<file path="src/rtl/screen_fill_engine_pkg.sv">
// ---------------------------------------------------------------------------
// screen_fill_engine_pkg
// Shared definitions for the full-screen fill engine:
//   - fill mode encodings (solid, image ROM, border, checkerboard)
//   - sweep FSM state encodings
//   - default colour constants for the 3-bit RGB 1-1-1 palette
// ---------------------------------------------------------------------------
package screen_fill_engine_pkg;

    typedef enum logic [1:0] {
        MODE_SOLID   = 2'd0,
        MODE_IMAGE   = 2'd1,
        MODE_BORDER  = 2'd2,
        MODE_CHECKER = 2'd3
    } fill_mode_e;

    typedef enum logic [1:0] {
        IDLE  = 2'd0,
        SWEEP = 2'd1,
        DRAIN = 2'd2
    } fill_state_e;

    localparam logic [2:0] BLACK = 3'b000;
    localparam logic [2:0] RED   = 3'b100;

endpackage

</file>
<file path="src/rtl/screen_fill_engine_if.sv">
// ---------------------------------------------------------------------------
// screen_fill_engine_if
// Bundles the fill engine's control, image ROM and plot-port signals.
// Names are seen from the engine: i_* flow into it, o_* flow out of it.
//   i_start        sweep request (sampled only while idle)
//   i_mode         fill mode, see fill_mode_e
//   i_fill_colour  colour for solid / border / checker modes
//   i_rom_data     image ROM read data
//   o_rom_addr     image ROM linear address y*W+x
//   o_x, o_y       pixel coordinates
//   o_colour       pixel colour
//   o_plot         write strobe, one pixel per asserted cycle
//   o_busy         sweep in progress
//   o_done         one-cycle completion pulse
// Modports: master = game FSM / ROM side, slave = fill engine.
// ---------------------------------------------------------------------------
interface screen_fill_engine_if #(
    parameter int X_W      = 8,
    parameter int Y_W      = 7,
    parameter int COLOUR_W = 3,
    parameter int ADDR_W   = 15
);
    logic                i_start;
    logic [1:0]          i_mode;
    logic [COLOUR_W-1:0] i_fill_colour;
    logic [COLOUR_W-1:0] i_rom_data;
    logic [ADDR_W-1:0]   o_rom_addr;
    logic [X_W-1:0]      o_x;
    logic [Y_W-1:0]      o_y;
    logic [COLOUR_W-1:0] o_colour;
    logic                o_plot;
    logic                o_busy;
    logic                o_done;

    modport master (
        output i_start, i_mode, i_fill_colour, i_rom_data,
        input  o_rom_addr, o_x, o_y, o_colour, o_plot, o_busy, o_done
    );

    modport slave (
        input  i_start, i_mode, i_fill_colour, i_rom_data,
        output o_rom_addr, o_x, o_y, o_colour, o_plot, o_busy, o_done
    );
endinterface

</file>
<file path="src/rtl/screen_fill_engine_raster_counter.sv">
// ---------------------------------------------------------------------------
// screen_raster_counter
// Raster-order x/y counter with a parallel linear address counter, so the
// ROM address never needs a y*W multiply.
//   clk, rst_n   clock, asynchronous active-low reset
//   i_clear      return to pixel (0,0)
//   i_advance    step to the next pixel in raster order
//   o_x, o_y     current pixel
//   o_addr       current linear address
//   o_last       current pixel is (SCREEN_W-1, SCREEN_H-1)
// ---------------------------------------------------------------------------
module screen_raster_counter
    import screen_fill_engine_pkg::*;
#(
    parameter int SCREEN_W = 160,
    parameter int SCREEN_H = 120,
    parameter int X_W      = 8,
    parameter int Y_W      = 7,
    parameter int ADDR_W   = 15
) (
    input  logic              clk,
    input  logic              rst_n,
    input  logic              i_clear,
    input  logic              i_advance,
    output logic [X_W-1:0]    o_x,
    output logic [Y_W-1:0]    o_y,
    output logic [ADDR_W-1:0] o_addr,
    output logic              o_last
);
    localparam logic [X_W-1:0] X_LAST = X_W'(SCREEN_W - 1);
    localparam logic [Y_W-1:0] Y_LAST = Y_W'(SCREEN_H - 1);

    logic [X_W-1:0]    r_x;
    logic [Y_W-1:0]    r_y;
    logic [ADDR_W-1:0] r_addr;
    logic              w_xEnd;

    assign w_xEnd = (r_x == X_LAST);
    assign o_last = w_xEnd && (r_y == Y_LAST);
    assign o_x    = r_x;
    assign o_y    = r_y;
    assign o_addr = r_addr;

    // After the last pixel everything wraps to zero so the idle address is 0.
    always_ff @(posedge clk or negedge rst_n) begin
        if (!rst_n) begin
            r_x    <= '0;
            r_y    <= '0;
            r_addr <= '0;
        end else if (i_clear || (i_advance && o_last)) begin
            r_x    <= '0;
            r_y    <= '0;
            r_addr <= '0;
        end else if (i_advance) begin
            r_addr <= r_addr + 1'b1;
            if (w_xEnd) begin
                r_x <= '0;
                r_y <= r_y + 1'b1;
            end else begin
                r_x <= r_x + 1'b1;
            end
        end
    end
endmodule

</file>
<file path="src/rtl/screen_fill_engine.sv">
// ---------------------------------------------------------------------------
// screen_fill_engine
// On a start request, sweeps every pixel of a SCREEN_W x SCREEN_H frame once
// in raster order and emits one plot per pixel. x/y/mode travel through a
// ROM_LAT-deep pipeline so they meet the image ROM data, then through one
// output register; every mode therefore has the same ROM_LAT+1 latency.
//   clk, rst_n   clock, asynchronous active-low reset
//   bus          screen_fill_engine_if.slave (control, ROM, plot port)
// Build option: SCREEN_FILL_PATTERN_EN enables border and checkerboard
// modes; without it those modes paint solid fill colour.
// ---------------------------------------------------------------------------
module screen_fill_engine
    import screen_fill_engine_pkg::*;
#(
    parameter int SCREEN_W = 160,
    parameter int SCREEN_H = 120,
    parameter int X_W      = 8,
    parameter int Y_W      = 7,
    parameter int COLOUR_W = 3,
    parameter int ADDR_W   = 15,
    parameter int ROM_LAT  = 1
) (
    input logic clk,
    input logic rst_n,
    screen_fill_engine_if.slave bus
);
    localparam int DCNT_W = $clog2(ROM_LAT + 1) + 1;

    fill_state_e         r_state, w_nextState;
    fill_mode_e          r_mode;
    logic [COLOUR_W-1:0] r_fill;
    logic [DCNT_W-1:0]   r_drainCnt;
    logic                r_done;
    logic                w_accept, w_advance, w_drainEnd;

    logic [X_W-1:0]      w_issueX;
    logic [Y_W-1:0]      w_issueY;
    logic                w_issueLast;

    logic                r_pipeValid [ROM_LAT];
    logic [X_W-1:0]      r_pipeX     [ROM_LAT];
    logic [Y_W-1:0]      r_pipeY     [ROM_LAT];
    fill_mode_e          r_pipeMode  [ROM_LAT];

    logic [X_W-1:0]      r_x;
    logic [Y_W-1:0]      r_y;
    logic [COLOUR_W-1:0] r_colour;
    logic                r_plot;
    logic [COLOUR_W-1:0] w_pixColour;

    screen_raster_counter #(
        .SCREEN_W (SCREEN_W),
        .SCREEN_H (SCREEN_H),
        .X_W      (X_W),
        .Y_W      (Y_W),
        .ADDR_W   (ADDR_W)
    ) u_counter (
        .clk       (clk),
        .rst_n     (rst_n),
        .i_clear   (w_accept),
        .i_advance (w_advance),
        .o_x       (w_issueX),
        .o_y       (w_issueY),
        .o_addr    (bus.o_rom_addr),
        .o_last    (w_issueLast)
    );

    // DRAIN holds for ROM_LAT+1 cycles, exactly long enough for the last
    // issued pixel to reach the output register.
    always_comb begin
        w_nextState = r_state;
        w_accept    = 1'b0;
        w_advance   = 1'b0;
        w_drainEnd  = 1'b0;
        case (r_state)
            IDLE: begin
                if (bus.i_start) begin
                    w_accept    = 1'b1;
                    w_nextState = SWEEP;
                end
            end
            SWEEP: begin
                w_advance = 1'b1;
                if (w_issueLast) w_nextState = DRAIN;
            end
            DRAIN: begin
                if (r_drainCnt == DCNT_W'(ROM_LAT)) begin
                    w_drainEnd  = 1'b1;
                    w_nextState = IDLE;
                end
            end
            default: w_nextState = IDLE;
        endcase
    end

    // Mode and fill colour are captured once at acceptance and held for the
    // whole sweep.
    always_ff @(posedge clk or negedge rst_n) begin
        if (!rst_n) begin
            r_state    <= IDLE;
            r_mode     <= MODE_SOLID;
            r_fill     <= '0;
            r_drainCnt <= '0;
            r_done     <= 1'b0;
        end else begin
            r_state    <= w_nextState;
            r_done     <= w_drainEnd;
            r_drainCnt <= (r_state == DRAIN) ? r_drainCnt + 1'b1 : '0;
            if (w_accept) begin
                r_mode <= fill_mode_e'(bus.i_mode);
                r_fill <= bus.i_fill_colour;
            end
        end
    end

    // Alignment pipeline: the tail stage lines up with i_rom_data.
    always_ff @(posedge clk or negedge rst_n) begin
        if (!rst_n) begin
            for (int i = 0; i < ROM_LAT; i++) begin
                r_pipeValid[i] <= 1'b0;
                r_pipeX[i]     <= '0;
                r_pipeY[i]     <= '0;
                r_pipeMode[i]  <= MODE_SOLID;
            end
        end else begin
            r_pipeValid[0] <= (r_state == SWEEP);
            r_pipeX[0]     <= w_issueX;
            r_pipeY[0]     <= w_issueY;
            r_pipeMode[0]  <= r_mode;
            for (int i = 1; i < ROM_LAT; i++) begin
                r_pipeValid[i] <= r_pipeValid[i-1];
                r_pipeX[i]     <= r_pipeX[i-1];
                r_pipeY[i]     <= r_pipeY[i-1];
                r_pipeMode[i]  <= r_pipeMode[i-1];
            end
        end
    end

`ifdef SCREEN_FILL_PATTERN_EN
    logic w_onEdge;
    assign w_onEdge = (r_pipeX[ROM_LAT-1] == '0) ||
                      (r_pipeX[ROM_LAT-1] == X_W'(SCREEN_W - 1)) ||
                      (r_pipeY[ROM_LAT-1] == '0) ||
                      (r_pipeY[ROM_LAT-1] == Y_W'(SCREEN_H - 1));
`endif

    // Colour selection at the pipeline tail.
    always_comb begin
        w_pixColour = r_fill;
        case (r_pipeMode[ROM_LAT-1])
            MODE_IMAGE: w_pixColour = bus.i_rom_data;
`ifdef SCREEN_FILL_PATTERN_EN
            MODE_BORDER: begin
                if (!w_onEdge) w_pixColour = COLOUR_W'(BLACK);
            end
            MODE_CHECKER: begin
                if (!(r_pipeX[ROM_LAT-1][0] ^ r_pipeY[ROM_LAT-1][0]))
                    w_pixColour = COLOUR_W'(BLACK);
            end
`endif
            default: w_pixColour = r_fill;
        endcase
    end

    // Registered plot port; coordinates and colour hold between plots.
    always_ff @(posedge clk or negedge rst_n) begin
        if (!rst_n) begin
            r_x      <= '0;
            r_y      <= '0;
            r_colour <= '0;
            r_plot   <= 1'b0;
        end else begin
            r_plot <= r_pipeValid[ROM_LAT-1];
            if (r_pipeValid[ROM_LAT-1]) begin
                r_x      <= r_pipeX[ROM_LAT-1];
                r_y      <= r_pipeY[ROM_LAT-1];
                r_colour <= w_pixColour;
            end
        end
    end

    assign bus.o_x      = r_x;
    assign bus.o_y      = r_y;
    assign bus.o_colour = r_colour;
    assign bus.o_plot   = r_plot;
    assign bus.o_busy   = (r_state != IDLE);
    assign bus.o_done   = r_done;
endmodule
</file>
<file path="src/flat_wrapper.sv">
// flat-port wrapper written by rule: the top's interface ports become plain ports
module screen_fill_engine_flat import screen_fill_engine_pkg::*;
#(
    parameter int SCREEN_W = 160,
    parameter int SCREEN_H = 120,
    parameter int X_W      = 8,
    parameter int Y_W      = 7,
    parameter int COLOUR_W = 3,
    parameter int ADDR_W   = 15,
    parameter int ROM_LAT  = 1
)
  (clk, rst_n, bus_i_start, bus_i_mode, bus_i_fill_colour, bus_i_rom_data, bus_o_rom_addr, bus_o_x, bus_o_y, bus_o_colour, bus_o_plot, bus_o_busy, bus_o_done);
  screen_fill_engine_if #(.X_W(X_W), .Y_W(Y_W), .COLOUR_W(COLOUR_W), .ADDR_W(ADDR_W)) bus_i ();
  input logic clk;
  input logic rst_n;
  input wire logic [$bits(bus_i.i_start)-1:0] bus_i_start;
  input wire logic [$bits(bus_i.i_mode)-1:0] bus_i_mode;
  input wire logic [$bits(bus_i.i_fill_colour)-1:0] bus_i_fill_colour;
  input wire logic [$bits(bus_i.i_rom_data)-1:0] bus_i_rom_data;
  output wire logic [$bits(bus_i.o_rom_addr)-1:0] bus_o_rom_addr;
  output wire logic [$bits(bus_i.o_x)-1:0] bus_o_x;
  output wire logic [$bits(bus_i.o_y)-1:0] bus_o_y;
  output wire logic [$bits(bus_i.o_colour)-1:0] bus_o_colour;
  output wire logic [$bits(bus_i.o_plot)-1:0] bus_o_plot;
  output wire logic [$bits(bus_i.o_busy)-1:0] bus_o_busy;
  output wire logic [$bits(bus_i.o_done)-1:0] bus_o_done;
  assign bus_i.i_start = bus_i_start;
  assign bus_i.i_mode = bus_i_mode;
  assign bus_i.i_fill_colour = bus_i_fill_colour;
  assign bus_i.i_rom_data = bus_i_rom_data;
  assign bus_o_rom_addr = bus_i.o_rom_addr;
  assign bus_o_x = bus_i.o_x;
  assign bus_o_y = bus_i.o_y;
  assign bus_o_colour = bus_i.o_colour;
  assign bus_o_plot = bus_i.o_plot;
  assign bus_o_busy = bus_i.o_busy;
  assign bus_o_done = bus_i.o_done;
  screen_fill_engine #(.SCREEN_W(SCREEN_W), .SCREEN_H(SCREEN_H), .X_W(X_W), .Y_W(Y_W), .COLOUR_W(COLOUR_W), .ADDR_W(ADDR_W), .ROM_LAT(ROM_LAT)) u_core (.clk(clk), .rst_n(rst_n), .bus(bus_i));
endmodule
</file>
<file path="config.mk">
export PLATFORM = sky130hd
export DESIGN_NAME = screen_fill_engine_flat
export DESIGN_NICKNAME = d
export VERILOG_FILES = /design/src/rtl/screen_fill_engine_pkg.sv /design/src/rtl/screen_fill_engine_if.sv /design/src/rtl/screen_fill_engine_raster_counter.sv /design/src/rtl/screen_fill_engine.sv /design/src/flat_wrapper.sv
export SDC_FILE = /design/constraint.sdc
export NUM_CORES = 1
export LEC_CHECK = 0
export BUFFER_PORTS_ARGS = -buffer_cell sky130_fd_sc_hd__buf_2
export CAP_MARGIN = 10
export CORE_MARGIN = 3
export CORE_UTILIZATION = 60
export CTS_CLUSTER_SIZE = 40
export DETAILED_ROUTE_END_ITERATION = 10
export HOLD_SLACK_MARGIN = 0.15
export MAX_ROUTING_LAYER = met4
export PLACE_DENSITY = 0.82
export SLEW_MARGIN = 5
export SYNTH_ARGS = -nofsm -noshare
export SYNTH_HDL_FRONTEND = slang
export SYNTH_SLANG_ARGS = --single-unit
</file>
<file path="constraint.sdc">
create_clock -name clk -period 2.9 [get_ports clk]
set_input_delay 0 -clock clk [delete_from_list [all_inputs] [get_ports clk]]
set_output_delay 0 -clock clk [all_outputs]
set_load 0.01 [all_outputs]
</file>
* After elaboration in Yosys (flattened, before gate mapping)
Cells that the tools add are included. Widths: inputs -> output; s select.
Storage, ports and cells: output and inout port bits 36, bits of input ports 11, register bits 77, word-level logic and storage cells 57
Operators by class: reductions and logical operators 9, muxes and demuxes 19, equal/unequal tests 9, $add $sub $neg 4
Operators by type and width (count):
- $mux 15 | 2
- $mux 8 | 3
- $mux 7 | 3
- $add 15x1->15 const B | 1
- $add 8x1->8 const B | 1
- $eq 8x8->1 const B | 1
- $mux 2 | 4
- $add 7x1->7 const B | 1
- $eq 7x7->1 const B | 1
- $eq 2x1->1 const B | 3
- $pmux 2 s3 | 1
- $reduce_bool 2->1 | 3
- $mux 1 | 5
- $ne 2x2->1 const B | 2
- $mux 3 | 1
- $reduce_and 3->1 | 1
- $add 2x1->2 const B | 1
- $eq 2x2->1 const B | 1
- $logic_and 1x1->1 | 2
- $logic_not 2->1 | 1
- $ne 2x1->1 const B | 1
- $reduce_and 2->1 | 1
- $logic_or 1x1->1 | 1

* Depth between registers and ports, before layout
Gate-level depths: netlist of run 1.
word-level depth 6, depth in mapped cells 6, depth with buffers taken out 5

* Modules after synthesis
From an unflattened synthesis of run 1, not the netlist that was laid out.
Unflattened totals: cells, all modules 257, area total of the unflattened synthesis 3174.3 µm²
By module, submodules not included:
- screen_fill_engine | times used 1, sequential area each 1176.1 µm², area an instance 1595.3 µm², cells an instance 96
- screen_raster_counter | times used 1, sequential area each 750.7 µm², area an instance 1579.0 µm², cells an instance 161

* Least setup slack after synthesis of run 1
OpenSTA, ideal clock, no wires.
kind reg-to-reg, start register u_core.u_counter.r_x[0], in the netlist u_core.u_counter.o_x[0], end register u_core.u_counter.r_addr[3], in the netlist u_core.u_counter.o_addr[3], cell stages (with the launch flop) 7, buffers on the path 1, arrival 1.702 ns, library setup time 0.119 ns, period minus slack after synthesis 1.821 ns, setup slack 1.079 ns, required time 2.781 ns, path through dfrtp_1 -> ha_1 -> and4bb_2 -> nand2_4 -> o41ai_4 -> buf_6 -> nor2_1
Between the ends: cells in the longest elaborated chain, start to end 5, elaborated cells on any way between the ends 6, those cells by class eq/ne (1); mux (1); reduce/logical (4)
RTL lines:
- start: declaration | line screen_fill_engine_raster_counter.sv:33 | logic [X_W-1:0] r_x;
- start signal: assignment | line screen_fill_engine_raster_counter.sv:60 | r_x <= r_x + 1'b1;
- $eq 8x8->1 (*) | line screen_fill_engine_raster_counter.sv:38 | assign w_xEnd = (r_x == X_LAST);
- $logic_and 1x1->1 (*) | line screen_fill_engine_raster_counter.sv:39 | assign o_last = w_xEnd && (r_y == Y_LAST);
- $logic_and 1x1->1 (*) | line screen_fill_engine_raster_counter.sv:50 | end else if (i_clear || (i_advance && o_last)) begin
- $logic_or 1x1->1 (*) | line screen_fill_engine_raster_counter.sv:50
- $mux 15 or $reduce_bool 2->1 (tied branches)
- end signal: assignment | line screen_fill_engine_raster_counter.sv:55 | r_addr <= r_addr + 1'b1;
- end: declaration | line screen_fill_engine_raster_counter.sv:35 | logic [ADDR_W-1:0] r_addr;
Every way passes the cells marked *; elsewhere a longest branch is shown, timed or not. A chain may end at the register's enable or synchronous reset.

* Worst setup path after layout of run 1
start register u_core.u_counter.r_x[0], in the netlist u_core.u_counter.o_x[0], end register u_core.u_counter.r_y[3], in the netlist u_core.u_counter.o_y[3]
Between the ends: cells in the longest elaborated chain, start to end 6, elaborated cells on any way between the ends 8, those cells by class eq/ne (1); mux (1); reduce/logical (6)
RTL lines:
- $eq 8x8->1 (*) | line screen_fill_engine_raster_counter.sv:38
- $logic_and 1x1->1 | line screen_fill_engine_raster_counter.sv:39
- $logic_and 1x1->1 | line screen_fill_engine_raster_counter.sv:50
- $logic_or 1x1->1 | line screen_fill_engine_raster_counter.sv:50
- $reduce_bool 2->1 (no source line)
- $reduce_and 2->1 (no source line)
- end signal: assignment | line screen_fill_engine_raster_counter.sv:58 | r_y <= r_y + 1'b1;
- end: declaration | line screen_fill_engine_raster_counter.sv:34 | logic [Y_W-1:0] r_y;
Marked as above.

==> results of run 1 <==
-- critical path, delay by kind of cell, from the launching register on --
family,cells,cell delay [ns]
AND/OR/NAND/NOR,3,1.25
flip-flops,1,0.45
adder cells (fa/ha/maj),1,0.25
AO/OA/AOI/OAI,1,0.15
-- worst paths after layout --
kind                            slack, ns  cells past startpoint                          to
min in group asynchronous            0.34                      2           u_core.bus.o_y[3]
worst max register to register       0.72                      5     u_core.u_counter.o_y[3]
worst min-delay path                 0.17                      4  u_core.u_counter.o_addr[1]
max in group asynchronous            1.98                      2            u_core.r_mode[0]
worst max-delay path                 0.72                      5     u_core.u_counter.o_y[3]
worst min register to register       0.37                      0        u_core.r_pipeMode[1]
-- synth_stat cells (all sizes together), types with 2 or more instances --
cell type   n  area, µm²
a21oi      12      60.06
or4         3      22.52
ha          4      50.05
o21ai      11      55.05
and3        5      31.28
and4        3      26.28
or3         4      25.02
nand2      30      120.1
nor2       26      97.59
or2         2      12.51
mux2       15      168.9
nand2b      2      20.02
and2        2      12.51
dfrtp      77       1927
inv         6      22.52
xor2       11      96.34
nand3      10      50.05
mux2i       4      40.04
nand4      12      75.07
clkbuf      5      18.77
buf         3      21.27
xnor2       6      52.55
-- registers in the layout (all words and copies together), names as in the netlist --
name,cells
u_core.r_state,2
u_core.bus.o_plot,1
u_core.bus.o_y,7
u_core.bus.o_done,1
u_core.u_counter.o_y,7
u_core.r_pipeY,7
u_core.bus.o_x,8
u_core.r_mode,2
u_core.u_counter.o_addr,15
u_core.u_counter.o_x,8
u_core.bus.o_colour,3
u_core.r_pipeValid,1
u_core.r_drainCnt,2
u_core.r_pipeX,8
u_core.r_fill,3
u_core.r_pipeMode,2
-- final cells by class --
type	count	area, µm²
Inverter	6	22.52
Multi-Input combinational cell	176	1151
Sequential cell	77	1927
Clock inverter	3	42.54
Tap cell	67	83.83
Fill cell	348	1154
Clock buffer	13	168.9
Timing Repair Buffer	56	330.3
-- metrics by stage --
step	utilization (%)	total power [µW]	area (µm²)	hold slack [ns]	worst slack, ns
floorplan	-	1095	3141	-0.2956	1.079
global placement	70.18	1122	3425	0.1921	0.8514
detailed placement	70.18	1122	3425	0.1953	0.7304
CTS	76.36	1961	3726	0.1634	0.7082
global route	76.36	2016	3726	0.2142	0.5409
finish	76.36	1948	3726	0.1710	0.7170
-- where the power goes --
group,switching (µW),leakage (µW),internal [µW],total (µW)
clock,371,0.000106,467,838
sequential,0,0.000904,1070,1070
combinational,23.3,0.000734,13.3,36.7
-- per-layer routing --
layer | routed length, µm | vias to the layer above | track usage (%)
met5 | 0 | - | -
met4 | 116 | 0 | 13.46
met3 | 288 | 10 | 4.128
met2 | 2770 | 56 | 32.45
met1 | 2641 | 1047 | 28.91
li1 | - | 1051 | -
-- cell families after synthesis --
| family | Yosys count | synth area share [%] |
|---|---|---|
| AO/OA/AOI/OAI | 31 | 6.415 |
| XOR/XNOR | 17 | 4.741 |
| adder cells (fa/ha/maj) | 4 | 1.594 |
| buffers and inverters | 14 | 1.992 |
| flip-flops | 77 | 61.35 |
| multiplexers | 19 | 6.653 |
| AND/OR/NAND/NOR | 105 | 17.25 |
==> impl_metrics.env, run 1 <==
export IMPL_status="complete, no violations"
export IMPL_grt_pass1_wl_um=10230
export IMPL_detail_route_antenna_nets=0
export IMPL_critPathCaptureType="flop"
export IMPL_grt_usage_pct=22.14
export IMPL_vias=2164
export IMPL_holdCritStartpoint="bus_i_start"
export IMPL_nets=341
export IMPL_grt_overflow=0
export IMPL_vdd_drop_max_mv=0.3285
export IMPL_portBuffers=46
export IMPL_synth_yosys_seq_area_share_pct=61.35
export IMPL_syn_inst=267
export IMPL_fmax_mhz=458.1
export IMPL_area_growth_pct=18.65
export IMPL_timing_critical_path_from="u_core.u_counter.o_x[0]"
export IMPL_layout_commonest_cell="dfrtp_1"
export IMPL_routed_wl_um=5817
export IMPL_hold_buffers=9
export IMPL_setup_viol=0
export IMPL_cts_clk_slew_worst_paths_ns=0.08
export IMPL_rsz0062_at_grt="no"
export IMPL_fin_crit_ns=2.183
export IMPL_antenna_cells=0
export IMPL_initial_utilization_pct=64.36
export IMPL_tritoncts="done"
export IMPL_grt_max_degree=78
export IMPL_critPathKind="reg2reg"
export IMPL_clock_latency_ns=0.34
export IMPL_avgSynthCellArea_um2=11.76
export IMPL_die_y_um=78.35
export IMPL_fp_row_count=25
export IMPL_fp_dieArea_um2=6138
export IMPL_final_cell_mix="dfrtp_1 (77), buf_2 (45), nand2_1 (29), nor2_1 (26), mux2_2 (15)"
export IMPL_drtIter0Drc=169
export IMPL_die_w_um=78.35
export IMPL_ys_types=39
export IMPL_slowest_delay_ns=0.62
export IMPL_ys_warn_count=0
export IMPL_cts_buffer_depth=2
export IMPL_worstSetupStartpointType="flop"
export IMPL_drtPass1Iterations=4
export IMPL_grt_pass1_vias=2230
export IMPL_synth_nets=282
export IMPL_r2r_start="u_core.u_counter.o_x[0]"
export IMPL_cp_required_ns=3.16
export IMPL_gp_congestion=0.8359
export IMPL_slew_headroom_pct=39.06
export IMPL_hpwl_um=3812
export IMPL_root_buffer="clkbuf_8"
export IMPL_timing_final_crit_share_pct=75.28
export IMPL_synthFlopType="dfrtp_1"
export IMPL_fin_cells=398
export IMPL_io_pins=47
export IMPL_antenna_found_initial=0
export IMPL_cp_slowest_cell="or4_1"
export IMPL_htree_levels=3
export IMPL_synth_edf_count=0
export IMPL_crit_fanout=13
export IMPL_post_cts_setup_buffer_count=0
export IMPL_drive_gt1_share_pct=25.38
export IMPL_synth_area_um2=3141
export IMPL_setup_tns_ns=0
export IMPL_core_area_um2=4880
export IMPL_tightest_slew_ns=0.9141
export IMPL_cap_violations=0
export IMPL_p_leak_uw=0.001744
export IMPL_cts_resized=0
export IMPL_cts_sinks=77
export IMPL_synth_seq_cells=77
export IMPL_wl_per_cell_um=14.62
export IMPL_cts_inserted_buffers=9
export IMPL_min_path_type="in2reg"
export IMPL_clock_skew_ns=0.01298
export IMPL_hold_viol_final=0
export IMPL_maxSlewViolCount=0
export IMPL_drc=0
export IMPL_synthArstFlopShare_pct=100.0
export IMPL_cp_arrival_ns=2.45
export IMPL_via_per_inst=5.437
export IMPL_place_inst=373
export IMPL_power_density_nw_per_um2=522.8
export IMPL_worstPathCellList="ha_1 -> and4bb_2 -> nand3_1 -> or4_1 -> a21oi_1"
No activity file was read; power rests on OpenSTA's default activity.
==> run 2, diff against run 1 <==
--- a/config.mk
+++ b/config.mk
@@ -8,12 +8,12 @@
 export BUFFER_PORTS_ARGS = -buffer_cell sky130_fd_sc_hd__buf_2
 export CAP_MARGIN = 10
 export CORE_MARGIN = 3
-export CORE_UTILIZATION = 60
+export CORE_UTILIZATION = 56
 export CTS_CLUSTER_SIZE = 40
 export DETAILED_ROUTE_END_ITERATION = 10
 export HOLD_SLACK_MARGIN = 0.15
 export MAX_ROUTING_LAYER = met4
-export PLACE_DENSITY = 0.82
+export PLACE_DENSITY = 0.78
 export SLEW_MARGIN = 5
 export SYNTH_ARGS = -nofsm -noshare
 export SYNTH_HDL_FRONTEND = slang
==> constraint.sdc (replaced) <==
create_clock -name clk -period 2.3 [get_ports clk]
set_input_delay 0 -clock clk [delete_from_list [all_inputs] [get_ports clk]]
set_output_delay 0 -clock clk [all_outputs]
set_load 0.01 [all_outputs]
==> run 2 against run 1 <==
Net effect:
- final area grew 1.2%
- register-to-register slack lost 0.45 ns
- critical endpoint is now u_core.u_counter.o_y[5]
- non-clock buffer count is 2 higher
==> impl_metrics.env, run 2 (same netlist as run 1, synthesis figures left out) <==
export IMPL_status="complete, no violations"
export IMPL_regArea_um2=1927
export IMPL_crit_fanout=10
export IMPL_grt_pass1_wl_um=9853
export IMPL_slew_headroom_pct=39.26
export IMPL_grt_max_degree=78
export IMPL_fp_dieArea_um2=6542
export IMPL_cts_buffer_depth=2
export IMPL_antenna_found_initial=0
export IMPL_min_path_type="in2reg"
export IMPL_antenna_cells=0
export IMPL_setup_viol=0
export IMPL_vdd_drop_max_mv=0.3939
export IMPL_hpwl_um=3740
export IMPL_post_cts_setup_buffer_count=0
export IMPL_vias=2166
export IMPL_root_buffer="clkbuf_8"
export IMPL_clock_skew_ns=0.005954
export IMPL_tritoncts="done"
export IMPL_timing_final_crit_share_pct=88.25
export IMPL_htree_levels=3
export IMPL_initial_utilization_pct=59.59
export IMPL_gp_congestion=0.8672
export IMPL_worstSetupStartpointType="flop"
export IMPL_cp_arrival_ns=2.29
export IMPL_p_leak_uw=0.001766
export IMPL_power_density_nw_per_um2=667.6
export IMPL_detail_route_antenna_nets=0
export IMPL_setup_tns_ns=0
export IMPL_multiInputGateArea_um2=1151
export IMPL_die_w_um=80.89
export IMPL_finalPower_uw=2517
export IMPL_critPathCaptureType="flop"
export IMPL_maxSlewViolCount=0
export IMPL_fin_crit_ns=2.030
export IMPL_fin_cells=403
export IMPL_gr_usage_met3_pct=5.100
export IMPL_cap_violations=0
export IMPL_tightest_slew_ns=0.9111
export IMPL_fp_row_count=26
export IMPL_clock_latency_ns=0.34
export IMPL_cts_inserted_buffers=9
export IMPL_fmax_mhz=492.7
export IMPL_rsz0062_at_grt="no"
export IMPL_n_fill_cell=384
export IMPL_grt_pass1_vias=2145
export IMPL_io_pins=47
export IMPL_final_cell_mix="dfrtp_1 (77), buf_2 (45), nand2_1 (29), nor2_1 (26), mux2_2 (15)"
export IMPL_largest_reg_flops=15
export IMPL_portBuffers=46
export IMPL_via_per_inst=5.375
export IMPL_grt_usage_pct=20.28
export IMPL_critPathKind="reg2reg"
export IMPL_use_met2_pct=31.28
export IMPL_place_inst=378
export IMPL_cts_clk_slew_worst_paths_ns=0.07
export IMPL_cp_required_ns=2.56
export IMPL_cts_sinks=77
export IMPL_hold_slack_ns=0.1635
export IMPL_area_growth_pct=20.08
export IMPL_drc=0
export IMPL_nets=343
export IMPL_routed_wl_um=5711
export IMPL_die_y_um=80.89
export IMPL_busiest_layer="met2"
export IMPL_drtIter0Drc=148
export IMPL_hold_viol_final=0
export IMPL_core_area_um2=5270
export IMPL_grtUsageMet1_pct=25.84
export IMPL_grt_overflow=0
export IMPL_drtPass1Iterations=5
export IMPL_drive_gt1_share_pct=25.83
export IMPL_layout_commonest_cell="dfrtp_1"
export IMPL_wl_per_cell_um=14.17
-- run 2: cell count changes in the layout (fill, tap and decap cells not counted) --
cell / previous run / this run
clkbuf_8: 12 / 11
buf_12: 0 / 1
clkinvlp_4: 1 / 0
clkinv_2: 1 / 2
bufinv_16: 1 / 2
buf_4: 2 / 3
-- run 2: area by class of cell --
class	count	share of cell area [%]
flip-flops and latches	77	51.09
multi-input cells	176	30.52
repair buffers	58	9.489
clock buffers	12	4.114
well taps	70	2.322
clock inverters	4	1.858
inverters	6	0.5972
-- run 2: path summary, 6_finish.rpt --
path / endpoint / cells past startpoint / from / slack [ns]
worst min-delay path: u_core.u_counter.o_addr[1] / 4 / bus_i_start / 0.16
worst max-delay path: u_core.u_counter.o_y[5] / 6 / u_core.u_counter.o_x[0] / 0.27
min in group asynchronous: u_core.bus.o_y[3] / 2 / rst_n / 0.35
worst max register to register: u_core.u_counter.o_y[5] / 6 / u_core.u_counter.o_x[0] / 0.27
max in group asynchronous: u_core.u_counter.o_addr[2] / 2 / rst_n / 1.38
worst min register to register: u_core.r_pipeMode[1] / 0 / u_core.r_mode[1] / 0.38
-- run 2: repair_timing --
item	in CTS	in global routing
hold buffers	9	0
hold endpoints to repair	85	0
gates resized for setup	0	0
-- run 2: where the power goes --
| group | internal, µW | switching (µW) | leakage, µW |
|---|---|---|---|
| Combinational | 16.8 | 29.0 | 0.000745 |
| Sequential | 1350 | 0 | 0.000904 |
| Clock | 667 | 451 | 0.000116 |
-- run 2: worst max-delay path, cell delays in order (launching register included) --
cell	delay (ns)
dfrtp_1	0.45
ha_1	0.25
and4bb_2	0.31
nand3_1	0.16
buf_4	0.21
or4_1	0.50
o21ai_0	0.09
-- run 2: per-layer routing --
layer,part of all wire (%),up-vias,routed length [µm]
met5,0,-,0
met4,1.6,0,93
met3,5.7,11,325
met2,47,58,2696
met1,45,1047,2597
li1,-,1050,-
-- run 2: per-stage QoR --
stage	worst slack [ns]	area [µm²]	util [%]
floorplan	0.4793	3141	-
global placement	0.3858	3456	65.57
detailed placement	0.2931	3456	65.57
CTS	0.2743	3771	71.56
global route	0.1196	3771	71.56
finish	0.2703	3771	71.56
